**src/rtl/sram_arb_pkg.sv**
```systemverilog
// Shared types for the two-port SRAM controller arbiter.
package sram_arb_pkg;

    localparam int ARB_ADDR_W = 18;

    localparam logic PORT_0 = 1'b0;
    localparam logic PORT_1 = 1'b1;

    typedef enum logic [1:0] {
        ARB_IDLE,
        ARB_ISSUE,
        ARB_WAIT
    } arb_state_e;

    typedef struct packed {
        logic                  wr;
        logic [ARB_ADDR_W-1:0] addr;
        logic [31:0]           wdata;
        logic [3:0]            bmask;
    } arb_cmd_t;

endpackage

```
**src/rtl/sram_arb_timer.sv**
```systemverilog
// Watchdog for the arbiter WAIT state: clearable up-counter with a sticky expire flag.
module sram_arb_timer #(
    parameter int TIMEOUT_CYC = 8
) (
    input  logic i_clk,
    input  logic i_reset,
    input  logic i_clear,
    input  logic i_enable,
    output logic o_expired
);

    localparam int CNT_W = $clog2(TIMEOUT_CYC + 1);
    localparam logic [CNT_W-1:0] LAST_CNT = CNT_W'(TIMEOUT_CYC - 1);

    logic [CNT_W-1:0] count_reg;
    logic             expired_reg;

    // Counting stops once expired, so the flag holds until the next clear.
    always_ff @(posedge i_clk or posedge i_reset) begin
        if (i_reset) begin
            count_reg   <= '0;
            expired_reg <= 1'b0;
        end else if (i_clear) begin
            count_reg   <= '0;
            expired_reg <= 1'b0;
        end else if (i_enable && !expired_reg) begin
            count_reg <= count_reg + 1'b1;
            if (count_reg == LAST_CNT) begin
                expired_reg <= 1'b1;
            end
        end
    end

    assign o_expired = expired_reg;

endmodule

```
**src/rtl/sram_port_arbiter.sv**
```systemverilog
// Two-port arbiter in front of the 32-bit SRAM controller (port 0 = LSU, port 1 = loader/debug).
// Define SRAM_ARB_RR_EN for round-robin arbitration; otherwise port 0 has fixed priority.
module sram_port_arbiter
    import sram_arb_pkg::*;
#(
    parameter int ADDR_W      = 18,
    parameter int TIMEOUT_CYC = 8
) (
    input  logic              i_clk,
    input  logic              i_reset,

    input  logic              i_p0_req,
    input  logic              i_p0_wr,
    input  logic [ADDR_W-1:0] i_p0_addr,
    input  logic [31:0]       i_p0_wdata,
    input  logic [3:0]        i_p0_bmask,
    output logic              o_p0_ack,
    output logic              o_p0_err,
    output logic [31:0]       o_p0_rdata,

    input  logic              i_p1_req,
    input  logic              i_p1_wr,
    input  logic [ADDR_W-1:0] i_p1_addr,
    input  logic [31:0]       i_p1_wdata,
    input  logic [3:0]        i_p1_bmask,
    output logic              o_p1_ack,
    output logic              o_p1_err,
    output logic [31:0]       o_p1_rdata,

    output logic [ADDR_W-1:0] o_sram_addr,
    output logic [31:0]       o_sram_wdata,
    output logic [3:0]        o_sram_bmask,
    output logic              o_sram_wren,
    output logic              o_sram_rden,
    input  logic [31:0]       i_sram_rdata,
    input  logic              i_sram_ack,

    output logic              o_busy
);

    arb_state_e state_reg;
    arb_cmd_t   cmd_reg;
    arb_cmd_t   cmd_p0;
    arb_cmd_t   cmd_p1;
    logic       owner_reg;
    logic       grant;
    logic       wren_reg;
    logic       rden_reg;
    logic       expired;
    logic       txn_done;
    logic       txn_err;

    logic [1:0]  port_ack;
    logic [1:0]  port_err;
    logic [31:0] port_rdata [2];

    always_comb begin
        cmd_p0       = '0;
        cmd_p0.wr    = i_p0_wr;
        cmd_p0.addr  = ARB_ADDR_W'(i_p0_addr);
        cmd_p0.wdata = i_p0_wdata;
        cmd_p0.bmask = i_p0_bmask;
        cmd_p1       = '0;
        cmd_p1.wr    = i_p1_wr;
        cmd_p1.addr  = ARB_ADDR_W'(i_p1_addr);
        cmd_p1.wdata = i_p1_wdata;
        cmd_p1.bmask = i_p1_bmask;
    end

`ifdef SRAM_ARB_RR_EN
    logic last_grant_reg;

    always_comb begin
        grant = PORT_0;
        if (i_p0_req && i_p1_req) begin
            grant = ~last_grant_reg;
        end else if (i_p1_req) begin
            grant = PORT_1;
        end
    end
`else
    assign grant = i_p0_req ? PORT_0 : PORT_1;
`endif

    always_ff @(posedge i_clk or posedge i_reset) begin
        if (i_reset) begin
            state_reg      <= ARB_IDLE;
            cmd_reg        <= '0;
            owner_reg      <= PORT_0;
            wren_reg       <= 1'b0;
            rden_reg       <= 1'b0;
`ifdef SRAM_ARB_RR_EN
            last_grant_reg <= PORT_1;
`endif
        end else begin
            case (state_reg)
                ARB_IDLE: begin
                    if (i_p0_req || i_p1_req) begin
                        cmd_reg        <= (grant == PORT_1) ? cmd_p1 : cmd_p0;
                        owner_reg      <= grant;
                        wren_reg       <= (grant == PORT_1) ? i_p1_wr : i_p0_wr;
                        rden_reg       <= (grant == PORT_1) ? ~i_p1_wr : ~i_p0_wr;
`ifdef SRAM_ARB_RR_EN
                        last_grant_reg <= grant;
`endif
                        state_reg      <= ARB_ISSUE;
                    end
                end
                ARB_ISSUE: begin
                    wren_reg  <= 1'b0;
                    rden_reg  <= 1'b0;
                    state_reg <= ARB_WAIT;
                end
                ARB_WAIT: begin
                    if (txn_done) begin
                        state_reg <= ARB_IDLE;
                    end
                end
                default: begin
                    wren_reg  <= 1'b0;
                    rden_reg  <= 1'b0;
                    state_reg <= ARB_IDLE;
                end
            endcase
        end
    end

    // The watchdog restarts from zero on the first WAIT cycle of every transaction.
    sram_arb_timer #(
        .TIMEOUT_CYC (TIMEOUT_CYC)
    ) u_timer (
        .i_clk     (i_clk),
        .i_reset   (i_reset),
        .i_clear   (state_reg == ARB_ISSUE),
        .i_enable  (state_reg == ARB_WAIT),
        .o_expired (expired)
    );

    // A real ack beats a watchdog expiry landing in the same cycle.
    assign txn_done = (state_reg == ARB_WAIT) && (i_sram_ack || expired);
    assign txn_err  = (state_reg == ARB_WAIT) && !i_sram_ack && expired;

    genvar gi;
    generate
        for (gi = 0; gi < 2; gi++) begin : g_port
            assign port_ack[gi]   = txn_done && (owner_reg == 1'(gi));
            assign port_err[gi]   = port_ack[gi] && txn_err;
            assign port_rdata[gi] = (port_ack[gi] && !txn_err && !cmd_reg.wr) ? i_sram_rdata : '0;
        end
    endgenerate

    assign o_p0_ack     = port_ack[0];
    assign o_p0_err     = port_err[0];
    assign o_p0_rdata   = port_rdata[0];
    assign o_p1_ack     = port_ack[1];
    assign o_p1_err     = port_err[1];
    assign o_p1_rdata   = port_rdata[1];

    assign o_sram_addr  = ADDR_W'(cmd_reg.addr);
    assign o_sram_wdata = cmd_reg.wdata;
    assign o_sram_bmask = cmd_reg.bmask;
    assign o_sram_wren  = wren_reg;
    assign o_sram_rden  = rden_reg;
    assign o_busy       = (state_reg != ARB_IDLE);

endmodule
```
**config.mk**
```make
export PLATFORM = sky130hd
export DESIGN_NAME = sram_port_arbiter
export DESIGN_NICKNAME = d
export VERILOG_FILES = /design/src/rtl/sram_arb_pkg.sv /design/src/rtl/sram_arb_timer.sv /design/src/rtl/sram_port_arbiter.sv
export SDC_FILE = /design/constraint.sdc
export NUM_CORES = 1
export LEC_CHECK = 0
export BUFFER_PORTS_ARGS = -buffer_cell sky130_fd_sc_hd__clkbuf_2
export CORE_MARGIN = 5
export CORE_UTILIZATION = 43
export CTS_CLUSTER_DIAMETER = 200
export CTS_CLUSTER_SIZE = 25
export DETAILED_ROUTE_END_ITERATION = 16
export PLACE_DENSITY = 0.81
export SLEW_MARGIN = 20
export SYNTH_ARGS = -nofsm -noshare
export SYNTH_HDL_FRONTEND = slang
export SYNTH_SLANG_ARGS = --single-unit
export TNS_END_PERCENT = 50
```
**constraint.sdc**
```tcl
create_clock -name i_clk -period 2.8 [get_ports i_clk]
set_input_delay 0.56 -clock i_clk [delete_from_list [all_inputs] [get_ports i_clk]]
set_output_delay 0.56 -clock i_clk [all_outputs]
set_load 0.1 [all_outputs]
```
# [Yosys cells after proc, flatten, opt, wreduce, memory -nomap -nowiden]
# Cells that the tools add are included.
[totals] inputBits=147 word_cells=64 register_bits=65
[classes] reduce_logical=26 mux=18 eq_ne=5 n_bitwise=4 addsub=1
[op_table] cell="$mux 32" count=2
[op_table] cell="$mux 55" count=1
[op_table] cell="$logic_and 1x1->1" count=12
[op_table] cell="$mux 1" count=8
[op_table] cell="$mux 4" count=2
[op_table] cell="$reduce_and 2->1" count=4
[op_table] cell="$pmux 2 s3" count=1
[op_table] cell="$reduce_bool 2->1" count=3
[op_table] cell="$add 4x1->4 const B" count=1
[op_table] cell="$eq 4x3->1 const B" count=1
[op_table] cell="$logic_not 1->1" count=4
[op_table] cell="$mux 2" count=2
[op_table] cell="$ne 2x2->1 const B" count=2
[op_table] cell="$not 1->1" count=4
[op_table] cell="$pmux 1 s2" count=2
[op_table] cell="$eq 2x1->1 const B" count=1
[op_table] cell="$eq 2x2->1 const B" count=1
[op_table] cell="$logic_not 2->1" count=1
[op_table] cell="$logic_or 1x1->1" count=2

# [Longest topological paths before layout]
# Gate-level depths: netlist (run 1).
[logic_depth] ltp_word=7 depth_mapped=5 depth_no_buf=4

# [Cells and area by module]
# Synthesis (run 1) repeated with hierarchy kept, for this count alone.
[unflattened] cells_unflattened=354 area_unflattened_um2=4169.0
[modules_own_cells] module="sram_port_arbiter" instances=1 cells_each=332 area_each_um2=3926.3 seq_area_each_um2=1501.4
[modules_own_cells] module="sram_arb_timer" instances=1 cells_each=22 area_each_um2=242.7 seq_area_each_um2=125.1

# [Least setup slack after synthesis (run 1)]
# Ideal clock, no wire load.
[synth_timing] path_type="input -> output" start="input port i_sram_ack" end="output port o_p0_err" n_path_buf=0 stages=2 t_arrival_ns=2.738 required_ns=2.240 setup_slack_ns=-0.498 cell_sequence="nand2b_1 > nor3_1"
[synth_between] elab_chain_len=4 word_cells_on_any_way=7 cone_classes="reduce/logical: 7"
[synth_lines] item="from (decl)" line_no="sram_port_arbiter.sv:36" rtl="input logic i_sram_ack,"
[synth_lines] item="$logic_or 1x1->1 / $logic_not 1->1 (equally long branches)" line_no="sram_port_arbiter.sv:140, sram_port_arbiter.sv:141"
[synth_lines] item="$logic_and 1x1->1, on equally long branches" line_no="sram_port_arbiter.sv:140, sram_port_arbiter.sv:141"
[synth_lines] item="$logic_and 1x1->1, on equally long branches" line_no="sram_port_arbiter.sv:146, sram_port_arbiter.sv:141"
[synth_lines] item="$logic_and 1x1->1 (*)" line_no="sram_port_arbiter.sv:147" rtl="assign port_err[gi] = port_ack[gi] && txn_err;"
[synth_lines] item="to (decl)" line_no="sram_port_arbiter.sv:18" rtl="output logic o_p0_err,"
# Mark *: on every way between the ends. The rest lies on a longest branch, timed or not.

# [Final worst setup path (run 1)]
[layout_timing] start="register state_reg[0]" end="output port o_p0_rdata[29]"
[layout_between] elab_chain_len=7 word_cells_on_any_way=9 cone_classes="eq/ne: 1; mux: 1; reduce/logical: 7"
[layout_lines] item="from (decl)" line_no="sram_port_arbiter.sv:41" rtl="arb_state_e state_reg;"
[layout_lines] item="from (signal assigned)" line_no="sram_port_arbiter.sv:87" rtl="state_reg <= ARB_IDLE;"
[layout_lines] item="from (signal assigned)" line_no="sram_port_arbiter.sv:106" rtl="state_reg <= ARB_ISSUE;"
[layout_lines] item="from (signal assigned)" line_no="sram_port_arbiter.sv:112" rtl="state_reg <= ARB_WAIT;"
[layout_lines] item="$eq 2x2->1 (*)" line_no="sram_port_arbiter.sv:140, sram_port_arbiter.sv:141"
[layout_lines] item="$logic_and 1x1->1 (2 in series)" line_no="sram_port_arbiter.sv:141" rtl="assign txn_err = (state_reg == ARB_WAIT) && !i_sram_ack && expired;"
[layout_lines] item="$logic_not 1->1" line_no="sram_port_arbiter.sv:148" rtl="assign port_rdata[gi] = (port_ack[gi] && !txn_err && !cmd_reg.wr) ? i_sram_rdata : '0;"
[layout_lines] item="$logic_and 1x1->1 (*) (2 in series)" line_no="sram_port_arbiter.sv:148"
[layout_lines] item="$mux 32 (*)" line_no="sram_port_arbiter.sv:148"
[layout_lines] item="to (decl)" line_no="sram_port_arbiter.sv:19" rtl="output logic [31:0] o_p0_rdata,"
# Marked as above.

==> flow_metrics.py, run 1 <==
metrics = {
    "timing": {
        "finalHoldViolCount": 0,
        "tightest_slew_ns": 0.797,
        "fin_crit_ns": 2.66,
        "period_share": 0.949,
        "setup_violations": 0,
        "slew_viol_final": 0,
        "worst_hold_slack_ns": 0.445,
        "rsz0062_at_grt": "no",
        "max_freq_mhz": 376,
        "finalClockSkew_ns": 0.0139,
        "relSlewSlack": 0.468,
    },
    "setup_path": {
        "cp_slowest_cell": "dfrtp_1",
        "crit_buf_inv": 2,
        "rr_startpoint": "state_reg[0]",
        "endpoint_kind": "primary output",
        "crit_arrival_ns": 2.10,
        "worstReg2RegEnd": "o_sram_addr[10]",
        "worstPathRequired_ns": 2.24,
        "cp_cell_sequence": "nand2b_2 -> nor3_2 -> buf_4 -> and2_1 -> buf_12",
        "path_class": "reg2out",
        "reg2reg_setup_slack_ns": 1.05,
        "critPathCapture": "o_p0_rdata[29]",
        "slowest_delay_ns": 0.54,
        "cp-startpoint": "state_reg[0]",
        "worstPathMaxFanout": 32,
        "cp-start-kind": "flip-flop",
        "cp_top_family": "simple AND/OR/NAND/NOR gates",
        "r2r_cells": 3,
        "cp.depth": 5,
    },
    "drt": {
        "drc": 0,
        "drt-pass1-iter-count": 6,
        "viasPerCell": 4.75,
        "routed_wl_mm": 12.4,
        "vias": 3402,
        "ant_nets": 0,
        "first_iter_violations": 95,
        "routedWlPerCell_um": 17.4,
    },
    "synth": {
        "synthTopCellsByArea": "dfrtp_1 39%, mux2_2 24%, buf_4 10%, and2_1 9.7%, mux2_4 6.8%",
        "synth-seq-cells": 65,
        "ys_warn_count": 0,
        "synth_xor_xnor_area_share": 0,
        "yosys.area_share.simple": 0.136,
        "async_flop_share": 1.00,
        "synthFlopType": "dfrtp_1",
        "syn-instance-count": 364,
        "synthesis.nets": 512,
        "synth.largest_area_cell": "dfrtp_1",
        "synth_most_common_cell": "mux2_2",
        "seq_area_frac_synth": 0.386,
        "synth_compound_area_frac": 0.0208,
        "synthMuxAreaShare": 0.316,
        "syn_area_per_cell_sq_um": 11.6,
        "synth_fa_ha_area_frac": 0.00297,
        "synth_top_family_by_area": "multiplexers",
        "synth_edf_count": 0,
        "synth_commonest_cells": "90 x mux2_2, 65 x and2_1, 65 x dfrtp_1",
        "yosysUniqueCellTypes": 35,
        "syn-cell-area_sq_um": 4210,
        "yosysTopAreaCellShare": 0.386,
    },
    "hold_path": {
        "min_path_type": "in2async",
    },
    "clock_network": {
        "clock_latency_ns": 0.34,
        "cts-htree-levels": 3,
        "cts_buffer_depth": 2,
        "clock-sinks": 65,
        "root_buffer": "clkbuf_8",
        "ctsHoldBuffers": 0,
        "cts_tree": "done",
        "clkTransAtPathRegs_ns": 0.08,
        "cts_buffers": 9,
    },
    "status": {
        "status": "completed",
    },
    "placed_design": {
        "dp_hpwl_mm": 10.4,
        "gp_congestion": 0.775,
        "placed_area_sq_um": 6190,
        "io_buffers": 271,
    },
    "global_routing": {
        "grt_pass1_wl_mm": 18.7,
        "track_usage": 0.202,
        "grt_max_degree": 66,
        "grt_overflow_total": 0,
        "antenna_found_initial": 0,
        "grt_pass1_vias": 3655,
    },
    "floorplanning": {
        "floorplan.die_area_sq_um": 11900,
        "die_h_um": 109,
        "initial_utilization": 0.435,
        "rows": 36,
        "die_x_um": 109,
        "io_pins": 272,
        "core_sq_um": 9680,
    },
    "run": {
        "maxCapViolations": 0,
    },
    "finish": {
        "areaGrowthSynthToFinish_pct": 51.2,
        "largest_register_ffs": 32,
        "fin_util": 0.658,
        "drive_gt1_frac": 0.703,
        "nNetsFinal": 726,
        "final_area_sq_um": 6370,
        "n_antenna_cell": 0,
    },
}
## metal layers
metal,vias to the layer above,global-route usage,wire length (um)
met4,0,0.0523,176
met1,1633,0.236,4580
met2,143,0.364,6740
met5,-,0,0
li1,1607,-,-
met3,19,0.0551,939
## tightest hold or removal path, delay by kind of cell
| kind | cells | cell delay, ns |
|---|---|---|
| buffers and inverters | 3 | 0.75 |
## cell usage in the layout, fill, tap and decap left out, drive strengths merged
master    count
or3           2
nand2         2
o21a          1
nand3         2
a31oi         1
nor3          4
ha            1
a21oi         3
nand4b        1
o21bai        1
o31ai         1
buf          71
and3b         1
nor2          7
clkbuf      216
dfrtp        65
nor3b         1
nor4bb        1
clkinv        2
nor2b         1
o311ai        1
inv           7
clkinvlp      2
mux2        110
and2         65
nand2b        4
nand3b        1
o21ai         7
mux2i         2
## area by class of cell
type,count,area (sq um)
clock buffer,9,124
tap,133,166
sequential,65,1630
timing repair buffer,278,2370
inverter,4,15.0
multi-input combinational,220,2010
fill,715,3310
clock inverter,7,51.3
## kinds of logic (layout without fill, tap and decap cells)
family          count (synthesis)  count (layout)
compound gates                 15              15
simple gates                   92              92
fa+ha+maj                       1               1
mux                           112             112
buf+inv                        79             298
flops                          65              65
## worst min-delay path by stage
stage | cells past startpoint | slack, ns | end
after detailed placement | 1 | 0.48 | cmd_reg[54]
after global routing | 2 | 0.49 | state_reg[1]
final | 3 | 0.44 | o_sram_wdata[8]
after global placement | 1 | 0.46 | cmd_reg[54]
after CTS | 2 | 0.46 | state_reg[1]
after floorplan | 1 | 0.45 | cmd_reg[54]
## per-stage QoR
stage | setup TNS, ns | cells | worst slack [ns]
3_3_place_gp | 0 | 700 | 0.564
5_1_grt | 0 | 716 | 0.0127
6_report | 0 | 716 | 0.142
3_5_place_dp | 0 | 700 | 0.480
2_1_floorplan | -0.464 | 364 | -0.464
4_1_cts | 0 | 716 | 0.0404
## timing repair
item                                    4_1_cts  5_1_grt
hold endpoints to repair                      0        0
endpoints found under the setup margin        0       51
resized for setup                             0        2
buffers inserted                              0        0
Power of run 1 is left out: the tool's default activity adds up to more than one toggle a clock period on the data nets, which glitch-free logic cannot reach.
==> inputs of run 2 (changes only) <==
Settings changed: CORE_UTILIZATION 43 to 39, PLACE_DENSITY 0.81 to 0.78.
Clock period 2.8 ns to 2.39 ns, I/O delays scaled along.
==> run 2 against run 1 <==
Sequential share of layout area down 0.41 points. Cell count up 1.1%. Clock skew down 0.0071 ns. Clock-buffer cell count up 4. Wire length down 2.9%. Global-route usage down 2.1 points. Worst setup slack worse by 0.022 ns. Critical endpoint is now o_p0_rdata[1]. Via count about the same. Die area up 9.3%. Hold slack worse by 0.19 ns. Non-clock buffer count up 2. First-iteration DRC count up 6.3%.
==> flow_metrics.py, run 2 (same netlist as run 1, synthesis figures left out) <==
metrics = {
    "setup_path": {
        "cp-start-kind": "flip-flop",
        "r2r_cells": 4,
        "worstPathMaxFanout": 32,
        "cp_slowest_cell": "dfrtp_1",
        "endpoint_kind": "primary output",
        "cp_cell_sequence": "nand2b_2 -> nor3_2 -> buf_6 -> and2_1 -> buf_12",
        "slowest_delay_ns": 0.41,
        "reg2reg_setup_slack_ns": 0.66,
        "cp-startpoint": "state_reg[0]",
        "worstPathRequired_ns": 1.91,
        "worstReg2RegEnd": "o_sram_addr[12]",
        "critPathCapture": "o_p0_rdata[1]",
        "rr_startpoint": "state_reg[1]",
        "crit_arrival_ns": 1.79,
        "path_class": "reg2out",
    },
    "placed_design": {
        "gp_congestion": 0.805,
        "placed_area_sq_um": 6240,
        "dp_hpwl_mm": 10.1,
        "io_buffers": 271,
    },
    "floorplanning": {
        "initial_utilization": 0.394,
        "rows": 38,
        "die_h_um": 114,
        "die_x_um": 114,
        "io_pins": 272,
        "floorplan.die_area_sq_um": 13000,
        "core_sq_um": 10700,
    },
    "finish": {
        "drive_gt1_frac": 0.699,
        "final_common_cell": "clkbuf_2",
        "largest_register_ffs": 32,
        "nNetsFinal": 728,
        "n_antenna_cell": 0,
        "final_area_sq_um": 6470,
        "final_cell_mix": "206 x clkbuf_2, 90 x mux2_2, 66 x buf_12, 65 x and2_1, 65 x dfrtp_1",
        "areaGrowthSynthToFinish_pct": 53.6,
    },
    "run": {
        "maxCapViolations": 0,
    },
    "clock_network": {
        "root_buffer": "clkbuf_8",
        "cts-htree-levels": 3,
        "cts_tree": "done",
        "clock-sinks": 65,
        "cts_buffers": 9,
        "clock_latency_ns": 0.33,
        "ctsHoldBuffers": 0,
        "cts_setup_buffers": 0,
        "clkTransAtPathRegs_ns": 0.07,
        "cts_buffer_depth": 2,
    },
    "timing": {
        "worst_hold_slack_ns": 0.250,
        "setup_violations": 0,
        "slew_viol_final": 0,
        "tightest_slew_ns": 0.719,
        "period_share": 0.950,
        "fin_crit_ns": 2.27,
        "finalClockSkew_ns": 0.00681,
        "relSlewSlack": 0.520,
        "max_freq_mhz": 440,
        "finalHoldViolCount": 0,
        "rsz0062_at_grt": "no",
    },
    "global_routing": {
        "grt_max_degree": 57,
        "grt_pass1_wl_mm": 18.7,
        "antenna_found_initial": 0,
        "track_usage": 0.181,
        "grt_pass1_vias": 3730,
        "grt_overflow_total": 0,
    },
    "drt": {
        "routedWlPerCell_um": 16.7,
        "routed_wl_mm": 12.1,
        "first_iter_violations": 101,
        "vias": 3401,
        "viasPerCell": 4.70,
        "drc": 0,
        "ant_nets": 0,
        "drt-pass1-iter-count": 4,
    },
    "status": {
        "status": "completed",
    },
    "hold_path": {
        "min_path_type": "in2async",
    },
}
run 2: worst min path at each step:
stage | slack, ns | from | to | depth (start not counted)
floorplan | 0.45 | cmd_reg[54] | cmd_reg[54] | 1
global placement | 0.48 | cmd_reg[54] | cmd_reg[54] | 1
detailed placement | 0.49 | cmd_reg[54] | cmd_reg[54] | 1
CTS | 0.27 | i_reset | o_sram_wdata[10] | 2
global route | 0.30 | i_reset | o_sram_wdata[10] | 2
finish | 0.25 | i_reset | o_sram_wdata[10] | 2
run 2: layer usage:
| metal | wire length (um) | global-route usage | up-vias |
|---|---|---|---|
| met3 | 718 | 0.0451 | 20 |
| li1 | - | - | 1611 |
| met1 | 4250 | 0.197 | 1651 |
| met5 | 0 | 0 | - |
| met2 | 6900 | 0.346 | 119 |
| met4 | 206 | 0.0507 | 0 |
run 2: repair_timing:
item,in CTS,in global routing
gates resized for setup,0,1
setup endpoints to repair,0,32
endpoints found under the hold margin,0,0
run 2: critical path, delay by kind of cell, from the launching register on:
family / cells / cell delay (ns)
buffers and inverters: 2 / 0.42
DFF: 1 / 0.41
and+or+nand+nor: 3 / 0.62
run 2: area by class of cell:
class,instances,area [sq um]
flip-flops and latches,65,1630
multi-input cells,220,2010
repair buffers,280,2420
fillers,868,4230
clock buffers,13,169
well taps,140,175
clock inverters,2,60.1
inverters,4,15.0
run 2: through the flow:
stage / cells / setup slack (ns) / util / TNS, ns
6_report: 724 / 0.120 / 0.605 / 0
3_5_place_dp: 709 / 0.377 / 0.583 / 0
5_1_grt: 724 / 0.00369 / 0.605 / 0
3_3_place_gp: 709 / 0.449 / 0.583 / 0
2_1_floorplan: 364 / -0.792 / - / -1.58
4_1_cts: 724 / 0.0416 / 0.604 / 0
Power of run 2 is left out for the same reason.
